[src/rtl/mem_port_arbiter.sv]
// Arbitrates one shared memory port between an instruction reader and a data reader/writer.
// Build option: define ARB_ROUND_ROBIN_EN for alternating contention grants (default: data always wins).
module mem_port_arbiter #(
  parameter int WIDTH = 32
) (
  input  logic             clk,
  input  logic             rst,
  // instruction requester
  input  logic             inst_read,
  input  logic [WIDTH-1:0] inst_addr,
  output logic             inst_resp,
  output logic [WIDTH-1:0] inst_rdata,
  // data requester
  input  logic             data_read,
  input  logic             data_write,
  input  logic [3:0]       data_mbe,
  input  logic [WIDTH-1:0] data_addr,
  input  logic [WIDTH-1:0] data_wdata,
  output logic             data_resp,
  output logic [WIDTH-1:0] data_rdata,
  // shared memory port
  output logic             mem_read,
  output logic             mem_write,
  output logic [3:0]       mem_mbe,
  output logic [WIDTH-1:0] mem_addr,
  output logic [WIDTH-1:0] mem_wdata,
  input  logic             mem_resp,
  input  logic [WIDTH-1:0] mem_rdata
);

  typedef enum logic [1:0] {
    IDLE = 2'd0,
    INST = 2'd1,
    DATA = 2'd2
  } state_t;

  state_t state_reg;
  logic   data_req;
  logic   grant_inst;

  assign data_req = data_read | data_write;

`ifdef ARB_ROUND_ROBIN_EN
  localparam logic LAST_INST = 1'b0;
  localparam logic LAST_DATA = 1'b1;

  logic last_grant_reg;

  // On contention the instruction side wins only if data had the previous grant.
  assign grant_inst = inst_read & (~data_req | (last_grant_reg == LAST_DATA));
`else
  assign grant_inst = inst_read & ~data_req;
`endif

  always_ff @(posedge clk) begin
    if (rst) begin
      state_reg      <= IDLE;
`ifdef ARB_ROUND_ROBIN_EN
      last_grant_reg <= LAST_DATA;
`endif
    end else begin
      case (state_reg)
        IDLE: begin
          if (grant_inst) begin
            state_reg      <= INST;
`ifdef ARB_ROUND_ROBIN_EN
            last_grant_reg <= LAST_INST;
`endif
          end else if (data_req) begin
            state_reg      <= DATA;
`ifdef ARB_ROUND_ROBIN_EN
            last_grant_reg <= LAST_DATA;
`endif
          end
        end
        // The grant is held until the memory completes, even if the requester lets go.
        INST, DATA: begin
          if (mem_resp) begin
            state_reg <= IDLE;
          end
        end
        default: state_reg <= IDLE;
      endcase
    end
  end

  always_comb begin
    mem_read  = 1'b0;
    mem_write = 1'b0;
    mem_mbe   = 4'b0000;
    mem_addr  = '0;
    mem_wdata = '0;
    case (state_reg)
      INST: begin
        mem_read = 1'b1;
        mem_addr = inst_addr;
      end
      DATA: begin
        // Read and write together resolve to a write.
        mem_read  = data_read & ~data_write;
        mem_write = data_write;
        mem_mbe   = data_mbe;
        mem_addr  = data_addr;
        mem_wdata = data_wdata;
      end
      default: ;
    endcase
  end

  assign inst_resp  = mem_resp & (state_reg == INST);
  assign data_resp  = mem_resp & (state_reg == DATA);
  assign inst_rdata = mem_rdata;
  assign data_rdata = mem_rdata;

endmodule

[config.mk]
export PLATFORM = sky130hd
export DESIGN_NAME = mem_port_arbiter
export DESIGN_NICKNAME = d
export VERILOG_FILES = /design/src/rtl/mem_port_arbiter.sv
export SDC_FILE = /design/constraint.sdc
export NUM_CORES = 1
export LEC_CHECK = 0
export CAP_MARGIN = 20
export CORE_AREA = 3 3 105 107
export CTS_BUF_LIST = sky130_fd_sc_hd__clkbuf_4
export CTS_CLUSTER_SIZE = 12
export DETAILED_ROUTE_END_ITERATION = 7
export DIE_AREA = 0 0 108 110
export PLACE_DENSITY_LB_ADDON = 0.12
export RECOVER_POWER = 25
export SLEW_MARGIN = 20
export SYNTH_ARGS = -nofsm -noshare
export SYNTH_HDL_FRONTEND = slang
export SYNTH_SLANG_ARGS = --single-unit
[constraint.sdc]
create_clock -name clk -period 1.24 [get_ports clk]
set_input_delay 0.124 -clock clk [delete_from_list [all_inputs] [get_ports clk]]
set_output_delay 0.124 -clock clk [all_outputs]
set_load 0.1 [all_outputs]
==> qor.csv, run 1 <==
stage,metric,value,unit
clock_network,cts_tree,built,
yosys,seq_area_frac_synth,0.02792,
place,place_ws,-308.9,ps
final_layout,largest_register_ffs,2,
job,max_cap_viol_count,0,
timing,final_max_slew_viol_count,0,
yosys,synth_cell_types,21,
global_route,grt_pass1_wl,10.09,mm
clock_network,cts_buffers,3,
setup_path,critPathSlowestCell,dfxtp_4,
final_layout,fin_util,0.4266,
yosys,synthesis.nets,344,
clock_network,clkTransAtPathRegs,30,ps
route,drc,0,
global_route,grt.overflow.total,0,
clock_network,htree_levels,1,
global_route,antenna_found_initial,0,
setup_path,cp_cell_sequence,buf_6 -> ha_4 -> clkbuf_16 -> a22oi_2 -> nor2b_4 -> buf_12,
place,dp_hpwl,5.778,mm
place,globalplace.congestion,0.6636,
setup_path,max_stage_delay,350,ps
floorplan,die_height,110,um
clock_network,root_buffer,clkbuf_4,
setup_path,ff2ff_setup_slack,-20,ps
floorplan,rows,37,
floorplan,dieArea,11880,um2
route,drtAntennaViolNets,0,
timing,finalSetupViolations,73,
pwr,p_int,1.993,mW
setup_path,crit_type,register to output pin,
route,drtPass1Iterations,2,
setup_path,cp-start-kind,register,
clock_network,clkSinkCount,2,
global_route,grt_max_degree,32,
timing,timing.fmax,609.7,MHz
timing,final-hold-violation-count,0,
route,drt_iter0_drc,26,
hold_path,hold_path.class,input pin to output pin,
timing,period_share,1.323,
final_layout,mostFrequentLayoutCell,clkdlybuf4s50_1,
pwr,switching_share,0.5307,
route,wirelength,7.244,mm
timing,max-slew-margin-rel,0.8605,
global_route,track_usage,0.1106,
floorplan,die_w,108,um
setup_path,endpoint_kind,output pin,
yosys,synth_area,1434,um2
timing,fin_crit,1640,ps
final_layout,area_growth,204.4,%
clock_network,cts_buffer_depth,2,
final_layout,final_cell_mix,"clkdlybuf4s50_1 (105), buf_12 (79), and2_4 (39), a22oi_2 (32), nor2b_4 (32)",
pwr,p_per_area,973.2,nW/um2
timing,layout_setup_ws,-400.2,ps
setup_path,cp.required,1120,ps
timing,fin_skew,3.879,ps
final_layout,antenna_cells,0,
setup_path,cp.arrival,1520,ps
route,drt-wirelength-per-cell,15.89,um
pwr,seqPwrFrac,0.020,
outcome,status,"complete, but fails checks",
route,vias,1772,
floorplan,io_pins,274,
yosys,yosysWarningCount,0,
pwr,clockPowerShare,0.035,
final_layout,nets,464,
clock_network,worstSkewPairLatency,230,ps
timing,rsz0062_at_grt,true,
yosys,synthCells,202,
floorplan,initial_core_util,0.1401,
pwr,power.leakage,1.583,nW
timing,worst_slew_pin_slew,209.2,ps
outcome,violations,setup timing,
global_route,grt_pass1_vias,1797,
route,viasPerCell,3.886,
setup_path,crit_fanout,8,
yosys,synth_seq_cells,2,
yosys,avgSynthCellArea,7.098,um2
floorplan,coreArea,10230,um2
place,io_buffer_count,177,
final_layout,drive_above_1_share,0.6438,
pwr,vdd_ir_drop_max,0.0004170,V
pwr,power_switching,2.254,mW
pwr,pwr-share-comb,0.945,
[kinds of logic after synthesis]
| family | share of synthesized area |
|---|---|
| flops | 0.02792 |
| simple gates | 0.3438 |
| compound gates | 0.1867 |
| fa+ha+maj | 0.03491 |
| buf+inv | 0.4066 |
[timing repair]
action,4_1_cts,5_1_grt
gates cloned,1,2
hold buffers,0,0
setup endpoints to repair,74,74
gates resized for setup,43,6
buffers inserted,3,0
hold endpoints to repair,0,0
pin swaps,2,0
[per-layer routing]
| metal | vias up | global-route usage | share of wire |
|---|---|---|---|
| met5 | - | 0 | 0 |
| met4 | 0 | 0.03517 | 0.023 |
| met3 | 23 | 0.04368 | 0.12 |
| met2 | 115 | 0.2091 | 0.53 |
| met1 | 796 | 0.1112 | 0.33 |
| li1 | 838 | - | - |
[layout make-up]
| class | instances | area, um2 |
|---|---|---|
| fill | 1012 | 5867 |
| timing repair buffer | 193 | 2754 |
| multi-input combinational | 120 | 1358 |
| tap | 136 | 170.2 |
| sequential | 2 | 47.55 |
| clock buffer | 3 | 22.52 |
| inverter | 2 | 12.51 |
[power by group through the flow]
stage	logic [mW]	clock network (mW)	registers (mW)
after CTS	3.98	0.152	0.0845
after detailed placement	3.78	0	0.0837
after floorplan	3.34	0	0.0849
after global routing	4.17	0.164	0.0883
after global placement	3.77	0	0.0834
final	4.01	0.147	0.0865
[path summary, 6_finish.rpt]
check                                   from            end  depth (start not counted)
worst max-delay path            state_reg[1]   mem_addr[11]                          6
worst min-delay path            mem_rdata[0]  data_rdata[0]                          0
worst max register to register  state_reg[0]   state_reg[0]                          6
worst min register to register  state_reg[0]   state_reg[0]                          2
[stage by stage]
stage / instances / hold slack, ps / power (mW) / instance area (um2) / TNS, ps
floorplan: 202 / 185.7 / 3.428 / 1859 / -9494
global placement: 447 / 249.0 / 3.848 / 4015 / -14270
detailed placement: 447 / 249.0 / 3.860 / 4015 / -14490
CTS: 454 / 249.0 / 4.216 / 4289 / -25430
global route: 456 / 248.2 / 4.420 / 4364 / -29830
finish: 456 / 248.0 / 4.247 / 4364 / -25420
[cell usage after synthesis (all sizes together)]
library cell / n / area share
a22oi: 32 / 0.17
nor2b: 33 / 0.14
nand2: 1 / 0.0044
nor3: 1 / 0.0035
and2: 39 / 0.17
nor2: 2 / 0.0070
clkbuf: 6 / 0.017
buf: 72 / 0.38
inv: 2 / 0.0052
ha: 4 / 0.035
a21oi: 3 / 0.010
nand3b: 1 / 0.0052
o21a: 1 / 0.0052
nand2b: 1 / 0.0044
and2b: 1 / 0.0052
o21ai: 1 / 0.0035
dfxtp: 2 / 0.028
[critical path, delay by kind of cell (launching register included)]
kind	cells	cell delay (ps)
flops	1	350
simple gates	1	70
compound gates	1	230
buf+inv	3	460
fa+ha+maj	1	180
(Power assumes the default switching activity.)
==> run 2, diff against run 1 <==
SLEW_MARGIN = 15   (was 20)
==> results of run 2 <==
No change in the layout: final DEF, timing and power equal those of run 1.
